[src/rtl/ft245_cmd_ctrl_if.sv]
// FT245-style byte stream between the command controller and the FIFO front end.
// master = command controller, slave = FIFO front end.
interface ft245_cmd_ctrl_if;
  logic       ft_rx_req;
  logic       ft_rx_valid;
  logic [7:0] ft_rx_byte;
  logic       ft_tx_req;
  logic [7:0] ft_tx_byte;
  logic       ft_tx_ack;

  modport master (
    output ft_rx_req,
    output ft_tx_req,
    output ft_tx_byte,
    input  ft_rx_valid,
    input  ft_rx_byte,
    input  ft_tx_ack
  );

  modport slave (
    input  ft_rx_req,
    input  ft_tx_req,
    input  ft_tx_byte,
    output ft_rx_valid,
    output ft_rx_byte,
    output ft_tx_ack
  );
endinterface

[src/rtl/ft245_cmd_ctrl.sv]
// Byte-oriented register access controller behind an FT245-style FIFO.
// Frames: header [7]=write, [6:4]=reserved (0), [3:0]=address; write frames add a data byte.
// Every accepted frame produces exactly one response byte (0x5A ack, read data or 0xEE reject).
module ft245_cmd_ctrl #(
  parameter int unsigned TIMEOUT_CYCLES = 65535
) (
  input  logic                    clk,
  input  logic                    reset,
  ft245_cmd_ctrl_if.master        ft,
  input  logic [31:0]             status_in,
  output logic [95:0]             reg_out,
  output logic                    wr_strobe,
  output logic [3:0]              wr_addr,
  output logic                    err_flag
);

  // Counter holds 0..TIMEOUT_CYCLES-1 idle cycles spent in StGetData.
  localparam int unsigned CntW = (TIMEOUT_CYCLES > 1) ? $clog2(TIMEOUT_CYCLES) : 1;
  localparam logic [CntW-1:0] CntLast = CntW'(TIMEOUT_CYCLES - 1);

  localparam logic [7:0] RespAck    = 8'h5A;
  localparam logic [7:0] RespReject = 8'hEE;

  typedef enum logic [1:0] {
    StIdle    = 2'd0,
    StGetData = 2'd1,
    StExec    = 2'd2,
    StSend    = 2'd3
  } state_e;

  state_e            state_q, state_d;
  logic [7:0]        hdr_q, hdr_d;
  logic [7:0]        data_q, data_d;
  logic [CntW-1:0]   cnt_q, cnt_d;
  logic [7:0]        tx_byte_q, tx_byte_d;
  logic [95:0]       regs_q, regs_d;
  logic              wr_strobe_q, wr_strobe_d;
  logic [3:0]        wr_addr_q, wr_addr_d;
  logic              err_q, err_d;

  logic              hdr_is_wr;
  logic              hdr_rsvd_ok;
  logic [3:0]        hdr_addr;
  logic              hdr_addr_ro;
  logic [7:0]        rd_value;

  assign hdr_is_wr   = hdr_q[7];
  assign hdr_rsvd_ok = (hdr_q[6:4] == 3'b000);
  assign hdr_addr    = hdr_q[3:0];
  assign hdr_addr_ro = (hdr_addr >= 4'd12);

  // Read data mux: addresses 0..11 from the R/W bank, 12..15 from status_in.
  always_comb begin
    rd_value = 8'h00;
    for (int i = 0; i < 12; i++) begin
      if (hdr_addr == 4'(i)) rd_value = regs_q[8*i +: 8];
    end
    for (int i = 0; i < 4; i++) begin
      if (hdr_addr == 4'(12 + i)) rd_value = status_in[8*i +: 8];
    end
  end

  // Next-state, frame capture, register write and error tracking.
  always_comb begin
    state_d     = state_q;
    hdr_d       = hdr_q;
    data_d      = data_q;
    cnt_d       = cnt_q;
    tx_byte_d   = tx_byte_q;
    regs_d      = regs_q;
    wr_strobe_d = 1'b0;
    wr_addr_d   = wr_addr_q;
    err_d       = err_q;

    case (state_q)
      StIdle: begin
        cnt_d = '0;
        if (ft.ft_rx_valid) begin
          hdr_d   = ft.ft_rx_byte;
          state_d = ft.ft_rx_byte[7] ? StGetData : StExec;
        end
      end
      StGetData: begin
        if (ft.ft_rx_valid) begin
          data_d  = ft.ft_rx_byte;
          state_d = StExec;
        end else if (cnt_q == CntLast) begin
          // Second byte never came: drop the frame silently apart from the flag.
          state_d = StIdle;
          err_d   = 1'b1;
        end else begin
          cnt_d = cnt_q + 1'b1;
        end
      end
      StExec: begin
        if (!hdr_rsvd_ok || (hdr_is_wr && hdr_addr_ro)) begin
          tx_byte_d = RespReject;
          err_d     = 1'b1;
        end else if (hdr_is_wr) begin
          for (int i = 0; i < 12; i++) begin
            if (hdr_addr == 4'(i)) regs_d[8*i +: 8] = data_q;
          end
          wr_strobe_d = 1'b1;
          wr_addr_d   = hdr_addr;
          tx_byte_d   = RespAck;
        end else begin
          tx_byte_d = rd_value;
        end
        if (ft.ft_rx_valid) err_d = 1'b1;
        state_d = StSend;
      end
      StSend: begin
        if (ft.ft_rx_valid) err_d = 1'b1;
        if (ft.ft_tx_ack) state_d = StIdle;
      end
      default: begin
        state_d = StIdle;
      end
    endcase
  end

  // State and datapath registers with synchronous reset.
  always_ff @(posedge clk) begin
    if (reset) begin
      state_q     <= StIdle;
      hdr_q       <= 8'h00;
      data_q      <= 8'h00;
      cnt_q       <= '0;
      tx_byte_q   <= 8'h00;
      regs_q      <= 96'h0;
      wr_strobe_q <= 1'b0;
      wr_addr_q   <= 4'h0;
      err_q       <= 1'b0;
    end else begin
      state_q     <= state_d;
      hdr_q       <= hdr_d;
      data_q      <= data_d;
      cnt_q       <= cnt_d;
      tx_byte_q   <= tx_byte_d;
      regs_q      <= regs_d;
      wr_strobe_q <= wr_strobe_d;
      wr_addr_q   <= wr_addr_d;
      err_q       <= err_d;
    end
  end

  assign ft.ft_rx_req  = (state_q == StIdle) || (state_q == StGetData);
  assign ft.ft_tx_req  = (state_q == StSend);
  assign ft.ft_tx_byte = tx_byte_q;
  assign reg_out       = regs_q;
  assign wr_strobe     = wr_strobe_q;
  assign wr_addr       = wr_addr_q;
  assign err_flag      = err_q;

endmodule

[src/flat_wrapper.sv]
// flat-port wrapper written by rule: the top's interface ports become plain ports
module ft245_cmd_ctrl_flat 
#(
  parameter int unsigned TIMEOUT_CYCLES = 65535
)
  (clk, reset, status_in, reg_out, wr_strobe, wr_addr, err_flag, ft_ft_rx_req, ft_ft_tx_req, ft_ft_tx_byte, ft_ft_rx_valid, ft_ft_rx_byte, ft_ft_tx_ack);
  ft245_cmd_ctrl_if ft_i ();
  input  logic clk;
  input  logic reset;
  input  logic [31:0] status_in;
  output logic [95:0] reg_out;
  output logic wr_strobe;
  output logic [3:0] wr_addr;
  output logic err_flag;
  output wire logic [$bits(ft_i.ft_rx_req)-1:0] ft_ft_rx_req;
  output wire logic [$bits(ft_i.ft_tx_req)-1:0] ft_ft_tx_req;
  output wire logic [$bits(ft_i.ft_tx_byte)-1:0] ft_ft_tx_byte;
  input wire logic [$bits(ft_i.ft_rx_valid)-1:0] ft_ft_rx_valid;
  input wire logic [$bits(ft_i.ft_rx_byte)-1:0] ft_ft_rx_byte;
  input wire logic [$bits(ft_i.ft_tx_ack)-1:0] ft_ft_tx_ack;
  assign ft_ft_rx_req = ft_i.ft_rx_req;
  assign ft_ft_tx_req = ft_i.ft_tx_req;
  assign ft_ft_tx_byte = ft_i.ft_tx_byte;
  assign ft_i.ft_rx_valid = ft_ft_rx_valid;
  assign ft_i.ft_rx_byte = ft_ft_rx_byte;
  assign ft_i.ft_tx_ack = ft_ft_tx_ack;
  ft245_cmd_ctrl #(.TIMEOUT_CYCLES(TIMEOUT_CYCLES)) u_core (.clk(clk), .reset(reset), .ft(ft_i), .status_in(status_in), .reg_out(reg_out), .wr_strobe(wr_strobe), .wr_addr(wr_addr), .err_flag(err_flag));
endmodule
[config.mk]
export PLATFORM = sky130hd
export DESIGN_NAME = ft245_cmd_ctrl_flat
export DESIGN_NICKNAME = d
export VERILOG_FILES = /design/src/rtl/ft245_cmd_ctrl_if.sv /design/src/rtl/ft245_cmd_ctrl.sv /design/src/flat_wrapper.sv
export SDC_FILE = /design/constraint.sdc
export NUM_CORES = 1
export LEC_CHECK = 0
export CELL_PAD_IN_SITES_DETAIL_PLACEMENT = 0
export CELL_PAD_IN_SITES_GLOBAL_PLACEMENT = 2
export CORE_MARGIN = 2
export CORE_UTILIZATION = 33
export CTS_BUF_LIST = sky130_fd_sc_hd__clkbuf_8
export DETAILED_ROUTE_END_ITERATION = 8
export HOLD_SLACK_MARGIN = 0.15
export PLACE_DENSITY = 0.93
export SYNTH_ARGS = -nofsm -noshare
export SYNTH_HDL_FRONTEND = slang
export SYNTH_SLANG_ARGS = --single-unit
[constraint.sdc]
create_clock -name clk -period 5.3 [get_ports clk]
set_input_delay 1.06 -clock clk [delete_from_list [all_inputs] [get_ports clk]]
set_output_delay 1.06 -clock clk [all_outputs]
set_load 0.01 [all_outputs]
# Word-level counts from Yosys, hierarchy flattened
# Index checks and enable logic that the tools add are counted.
[totals]
regBits = 144
latch_bits = 0
ramBits = 0
romBits = 0
word_cells = 113
mem_count = 0
[classes]
n_addsub = 1
n_mul = 0
div_mod_pow = 0
magnitude_cmp = 1
eq_ne = 27
n_shift = 0
n_mux = 34
bitwise_logic = 2
reduce_logical = 28
[ops]
columns = ["op", "count"]
rows = [
  ["$mux 8", 18],
  ["$reduce_and 4->1", 12],
  ["$eq 4x4->1 const B", 8],
  ["$mux 16", 2],
  ["$pmux 16 s2", 1],
  ["$add 16x1->16 const B", 1],
  ["$eq 16x16->1 const B", 1],
  ["$eq 4x3->1 const B", 4],
  ["$mux 2", 5],
  ["$reduce_and 3->1", 3],
  ["$eq 4x2->1 const B", 2],
  ["$pmux 2 s4", 1],
  ["$mux 1", 6],
  ["$ne 2x1->1 const B", 3],
  ["$ne 2x2->1 const B", 3],
  ["$ne 3x2->1 const B", 2],
  ["$reduce_and 5->1", 1],
  ["$eq 2x2->1 const B", 2],
  ["$eq 4x1->1 const B", 1],
  ["$ge 4x4->1 const B", 1],
  ["$logic_not 4->1", 1],
  ["$reduce_and 2->1", 2],
  ["$logic_not 3->1", 1],
  ["$pmux 1 s3", 1],
  ["other kinds (9)", 11],
]

# Logic depth before layout (Yosys ltp)
[depth]
word_depth = 19
depth_mapped = 9
mapped_depth_nobuf = 7

# Worst setup path before layout
# OpenSTA, ideal clock, no wires.
[synth_timing]
path_type = "input to register"
startpoint = "in ft_ft_rx_valid"
endpoint = "reg u_core.cnt_q[11]"
setup_ns = 0.115
t_arrival_ns = 2.168
slack_ns = 3.017
cell_stages = 5
n_path_buf = 1
path_cell_list = "clkbuf_1 and4bb_2 a31o_2 and3b_1 o21a_1"
[synth_via]
elab_chain_len = 2
[synth_lines]
columns = ["item", "line", "text"]
rows = [
  ["start: declaration", "flat_wrapper.sv:18", "input wire logic [$bits(ft_i.ft_rx_valid)-1:0] ft_ft_rx_valid;"],
  ["$ne 2x2->1 (no line)", "n/a", ""],
  ["$reduce_and 3->1 (no line)", "n/a", ""],
  ["end signal: assignment", "ft245_cmd_ctrl.sv:138", "cnt_q <= cnt_d;"],
  ["end: declaration", "ft245_cmd_ctrl.sv:34", "logic [CntW-1:0] cnt_q, cnt_d;"],
]
# Every way passes these cells.
# A chain may end at the register's enable or synchronous reset.

# Worst setup path in the final report
[layout_timing]
startpoint = "reg u_core.hdr_q[1]"
endpoint = "reg u_core.regs_q[21] (netlist: u_core.reg_out[21])"
[layout_via]
elab_chain_len = 5
[layout_lines]
columns = ["item", "line", "text"]
rows = [
  ["start: declaration", "ft245_cmd_ctrl.sv:32", "logic [7:0] hdr_q, hdr_d;"],
  ["start signal: assignment", "ft245_cmd_ctrl.sv:136", "hdr_q <= hdr_d;"],
  ["$ge 4x4->1", "ft245_cmd_ctrl.sv:50", "assign hdr_addr_ro = (hdr_addr >= 4'd12);"],
  ["$logic_and 1x1->1", "ft245_cmd_ctrl.sv:96", "if (!hdr_rsvd_ok || (hdr_is_wr && hdr_addr_ro)) begin"],
  ["$logic_or 1x1->1", "ft245_cmd_ctrl.sv:96", ""],
  ["$not 1->1 (no line)", "n/a", ""],
  ["$reduce_and 4->1 (no line) *", "n/a", ""],
  ["end signal: assignment", "ft245_cmd_ctrl.sv:140", "regs_q <= regs_d;"],
  ["end: declaration", "ft245_cmd_ctrl.sv:36", "logic [95:0] regs_q, regs_d;"],
]
# Mark *: on every way between the ends. The rest lies on a longest branch, timed or not.

==> qor.json <==
{
  "run_status": {"value": "complete, no violations"},
  "post-route-period-util": {"value": 0.579},
  "placed_cell_area": {"value": 0.00874, "unit": "sq mm"},
  "post_synth_inst_count": {"value": 871},
  "holdWs": {"value": 0.493, "unit": "ns"},
  "cts_sinks": {"value": 144},
  "placeableCoreArea": {"value": 0.0212, "unit": "sq mm"},
  "final.setup.worst_slack": {"value": 2.23, "unit": "ns"},
  "max_freq": {"value": 326, "unit": "MHz"},
  "synth_fp_nets": {"value": 917},
  "overflow": {"value": 0},
  "crit_required": {"value": 5.61, "unit": "ns"},
  "clock_latency": {"value": 0.46, "unit": "ns"},
  "async_flop_share": {"value": 0},
  "worst_path_largest_cell_delay": {"value": 0.71, "unit": "ns"},
  "grt_pass1_wl": {"value": 40.5, "unit": "mm"},
  "ioPinCount": {"value": 156},
  "slowest_stage": {"value": "sky130_fd_sc_hd__nor2b_1"},
  "antenna_violations_before_repair": {"value": 0},
  "initialDrtViolationCount": {"value": 661},
  "timing_hold_violations_final": {"value": 0},
  "maxSlewViolCount": {"value": 0},
  "yosys.cell_types.count": {"value": 73},
  "all_layer_global_routing_usage": {"value": 0.239},
  "max_cap_violations": {"value": 0},
  "gp_routability_congestion": {"value": 0.939},
  "synth_seq_area_share": {"value": 0.404},
  "number_of_enable_type_register_cells_in_the_synthesized_netlist": {"value": 0},
  "finish.net_count": {"value": 1032},
  "cts_resized": {"value": 0},
  "rows": {"value": 53},
  "drt.antenna.violating_nets": {"value": 0},
  "post_route_cells_drive_above_1_share": {"value": 0.0741},
  "hold_class": {"value": "reg2reg"},
  "timing.critical_path.cells": {"value": "buf_4 > nor2b_1 > nand4_4 > nor3_4 > mux2i_1 > nor2_1"},
  "wl_per_cell": {"value": 21.4, "unit": "um"},
  "grt_busiest_layer": {"value": "met2"},
  "areaGrowthSynthToFinish": {"value": 28.5, "unit": "%"},
  "insertedDiodeCount": {"value": 0},
  "finalClockSkew": {"value": 0.0176, "unit": "ns"},
  "initial_utilization": {"value": 0.338},
  "first_pass_iters": {"value": 5},
  "h-tree-depth": {"value": 4},
  "ctsRootBufferMaster": {"value": "sky130_fd_sc_hd__clkbuf_8"},
  "final_area": {"value": 0.00918, "unit": "sq mm"},
  "crit_arrival": {"value": 3.38, "unit": "ns"},
  "synth_area_leader_cell": {"value": "sky130_fd_sc_hd__dfxtp_1"},
  "tritoncts": {"value": "yes"},
  "post_cts.repair.setup_buffers": {"value": 0},
  "finalWirelength": {"value": 27.3, "unit": "mm"},
  "dp.final_hpwl": {"value": 18.8, "unit": "mm"},
  "worstSetupPathType": {"value": "reg2reg"},
  "post-route-min-period": {"value": 3.07, "unit": "ns"},
  "place.port_buffers": {"value": 155},
  "fin_setup_tns": {"value": 0, "unit": "ns"},
  "route.vias.total": {"value": 7042},
  "cts_buffers": {"value": 17},
  "syn-mean-instance-area": {"value": 8.20, "unit": "sq um"},
  "unrepaired_setup_endpoints_after_global_routing": {"value": "false"},
  "dieWidth": {"value": 151, "unit": "um"},
  "grt_start_max_net_pins": {"value": 80},
  "max_slew_margin": {"value": 0.426},
  "worst_ir_drop_vdd": {"value": 0.000122, "unit": "V"},
  "post_synth_main_area_contributors": {"value": "sky130_fd_sc_hd__dfxtp_1, sky130_fd_sc_hd__mux2i_1, sky130_fd_sc_hd__a21oi_1"},
  "largest_fanout_on_the_critical_path": {"value": 47},
  "yosys_register_bits": {"value": 144},
  "cp-end-kind": {"value": "register"},
  "dpl_worst_slack": {"value": 2.31, "unit": "ns"},
  "power.density": {"value": 255, "unit": "mW/mm^2"},
  "ctsHoldBuffers": {"value": 0},
  "grt_pass1_vias": {"value": 6571},
  "post_synthesis_cell_area": {"value": 0.00714, "unit": "sq mm"},
  "die_h": {"value": 151, "unit": "um"},
  "die_outline_area": {"value": 0.0228, "unit": "sq mm"},
  "synth_ff_type": {"value": "sky130_fd_sc_hd__dfxtp_1"},
  "startpoint_type": {"value": "register"},
  "groute.layer.met1.usage": {"value": 0.342},
  "yosysWarningCount": {"value": 0},
  "power.leakage": {"value": 2.99, "unit": "nW"},
  "vias_per_cell": {"value": 5.53},
  "cts-root-to-sink-buffers": {"value": 2},
  "setup_viol": {"value": 0},
  "worstMarginPinSlew": {"value": 0.860, "unit": "ns"},
  "grtUsageMet3": {"value": 0.0575},
  "netlist.area_leader.share": {"value": 0.404},
  "post-route-drc-count": {"value": 0},
  "global_route.usage.met2": {"value": 0.363},
  "cts.reportedPaths.clkPinSlew": {"value": 0.09, "unit": "ns"},
  "fillCellCount": {"value": 2072}
}
## synthesized netlist by cell type, drive strengths merged (3+ instances only)
| cell | number |
|---|---|
| dfxtp | 144 |
| nand3 | 32 |
| inv | 16 |
| or2 | 3 |
| nand2 | 125 |
| a21oi | 98 |
| a31oi | 11 |
| nor3 | 12 |
| a22oi | 8 |
| o211ai | 5 |
| mux2i | 53 |
| clkbuf | 36 |
| nand4 | 10 |
| o221ai | 3 |
| nor2 | 94 |
| a211oi | 7 |
| nor2b | 13 |
| xnor2 | 7 |
| mux2 | 13 |
| xor2 | 3 |
| a21o | 4 |
| o21ai | 64 |
| and2 | 5 |
| o32ai | 5 |
| buf | 29 |
| nor3b | 4 |
| and3 | 5 |
| mux4 | 3 |
| o41ai | 3 |
| o22ai | 11 |
| a221oi | 4 |
| and4 | 3 |
| a311oi | 3 |
| nand2b | 5 |
## worst max-delay path, delay by kind of cell, from the launching register on
family,cells,cell delay [ns]
flops,1,0.32
mux,1,0.24
simple gates,4,1.84
buf+inv,1,0.45
## per-layer routing
layer | share of wire | up-vias | wire [um]
met5 | 0 | - | 0
met4 | 0.015 | 0 | 407
met3 | 0.075 | 29 | 2050
met2 | 0.45 | 312 | 12300
met1 | 0.46 | 3368 | 12500
li1 | - | 3333 | -
## cell families (layout without fill, tap and decap cells)
group / Yosys count / after routing / share of synthesized area
flip-flops: 144 / 144 / 0.404
AO/OA/AOI/OAI: 246 / 246 / 0.208
XOR/XNOR: 10 / 10 / 0.0123
buffers and inverters: 82 / 210 / 0.0564
multiplexers: 69 / 69 / 0.104
AND/OR/NAND/NOR: 318 / 318 / 0.212
adder cells (fa/ha/maj): 2 / 2 / 0.00350
## final timing paths
kind              cells past startpoint                            start                               to  slack (ns)
setup reg to reg                      6     u_core.hdr_q[1]$_SDFFE_PP0P_  u_core.reg_out[21]$_SDFFE_PP0P_        2.23
setup / recovery                      6     u_core.hdr_q[1]$_SDFFE_PP0P_  u_core.reg_out[21]$_SDFFE_PP0P_        2.23
hold / removal                        2  u_core.reg_out[67]$_SDFFE_PP0P_  u_core.reg_out[67]$_SDFFE_PP0P_        0.49
hold reg to reg                       2  u_core.reg_out[67]$_SDFFE_PP0P_  u_core.reg_out[67]$_SDFFE_PP0P_        0.49
## registers in the layout, summed over array words and instances (netlist names)
signal and flops:
u_core.reg_out 96, u_core.cnt_q 16, u_core.data_q 8, u_core.ft.ft_tx_byte 8
u_core.hdr_q 8, u_core.wr_addr 4, u_core.state_q 2, u_core.err_flag 1
u_core.wr_strobe 1
## per-stage QoR
step	std cells	total power, mW	utilization
6_report	1274	2.34	0.434
3_3_place_gp	1242	1.41	0.413
3_5_place_dp	1242	1.41	0.413
4_1_cts	1274	2.35	0.434
5_1_grt	1274	2.43	0.434
2_1_floorplan	871	1.31	-
## placed cells by master (no fill, tap or decap), types with 17 or more instances in the layout
cell type,n
sky130_fd_sc_hd__nor2_1,92
sky130_fd_sc_hd__a21oi_1,98
sky130_fd_sc_hd__nand3_1,31
sky130_fd_sc_hd__nand2_1,125
sky130_fd_sc_hd__inv_1,17
sky130_fd_sc_hd__clkdlybuf4s50_1,154
sky130_fd_sc_hd__dfxtp_1,142
sky130_fd_sc_hd__o21ai_0,63
sky130_fd_sc_hd__mux2i_1,53
sky130_fd_sc_hd__clkbuf_8,20
## where the power goes
| group | total (mW) | leakage (nW) | switching, mW | internal [mW] |
|---|---|---|---|---|
| registers | 1.13 | 1.16 | 0.0374 | 1.10 |
| clock network | 0.959 | 0.223 | 0.453 | 0.506 |
| logic | 0.251 | 1.60 | 0.150 | 0.100 |
| total | 2.34 | 2.99 | 0.640 | 1.70 |
## final cells by class
class | count | area, sq um | area share
flip-flops and latches | 144 | 2890 | 0.314
multi-input cells | 645 | 3850 | 0.420
clock inverters | 12 | 158 | 0.0172
inverters | 17 | 63.8 | 0.00695
clock buffers | 20 | 275 | 0.0300
well taps | 275 | 344 | 0.0375
repair buffers | 161 | 1590 | 0.174
Note: power is estimated with default switching activity, not from simulation.
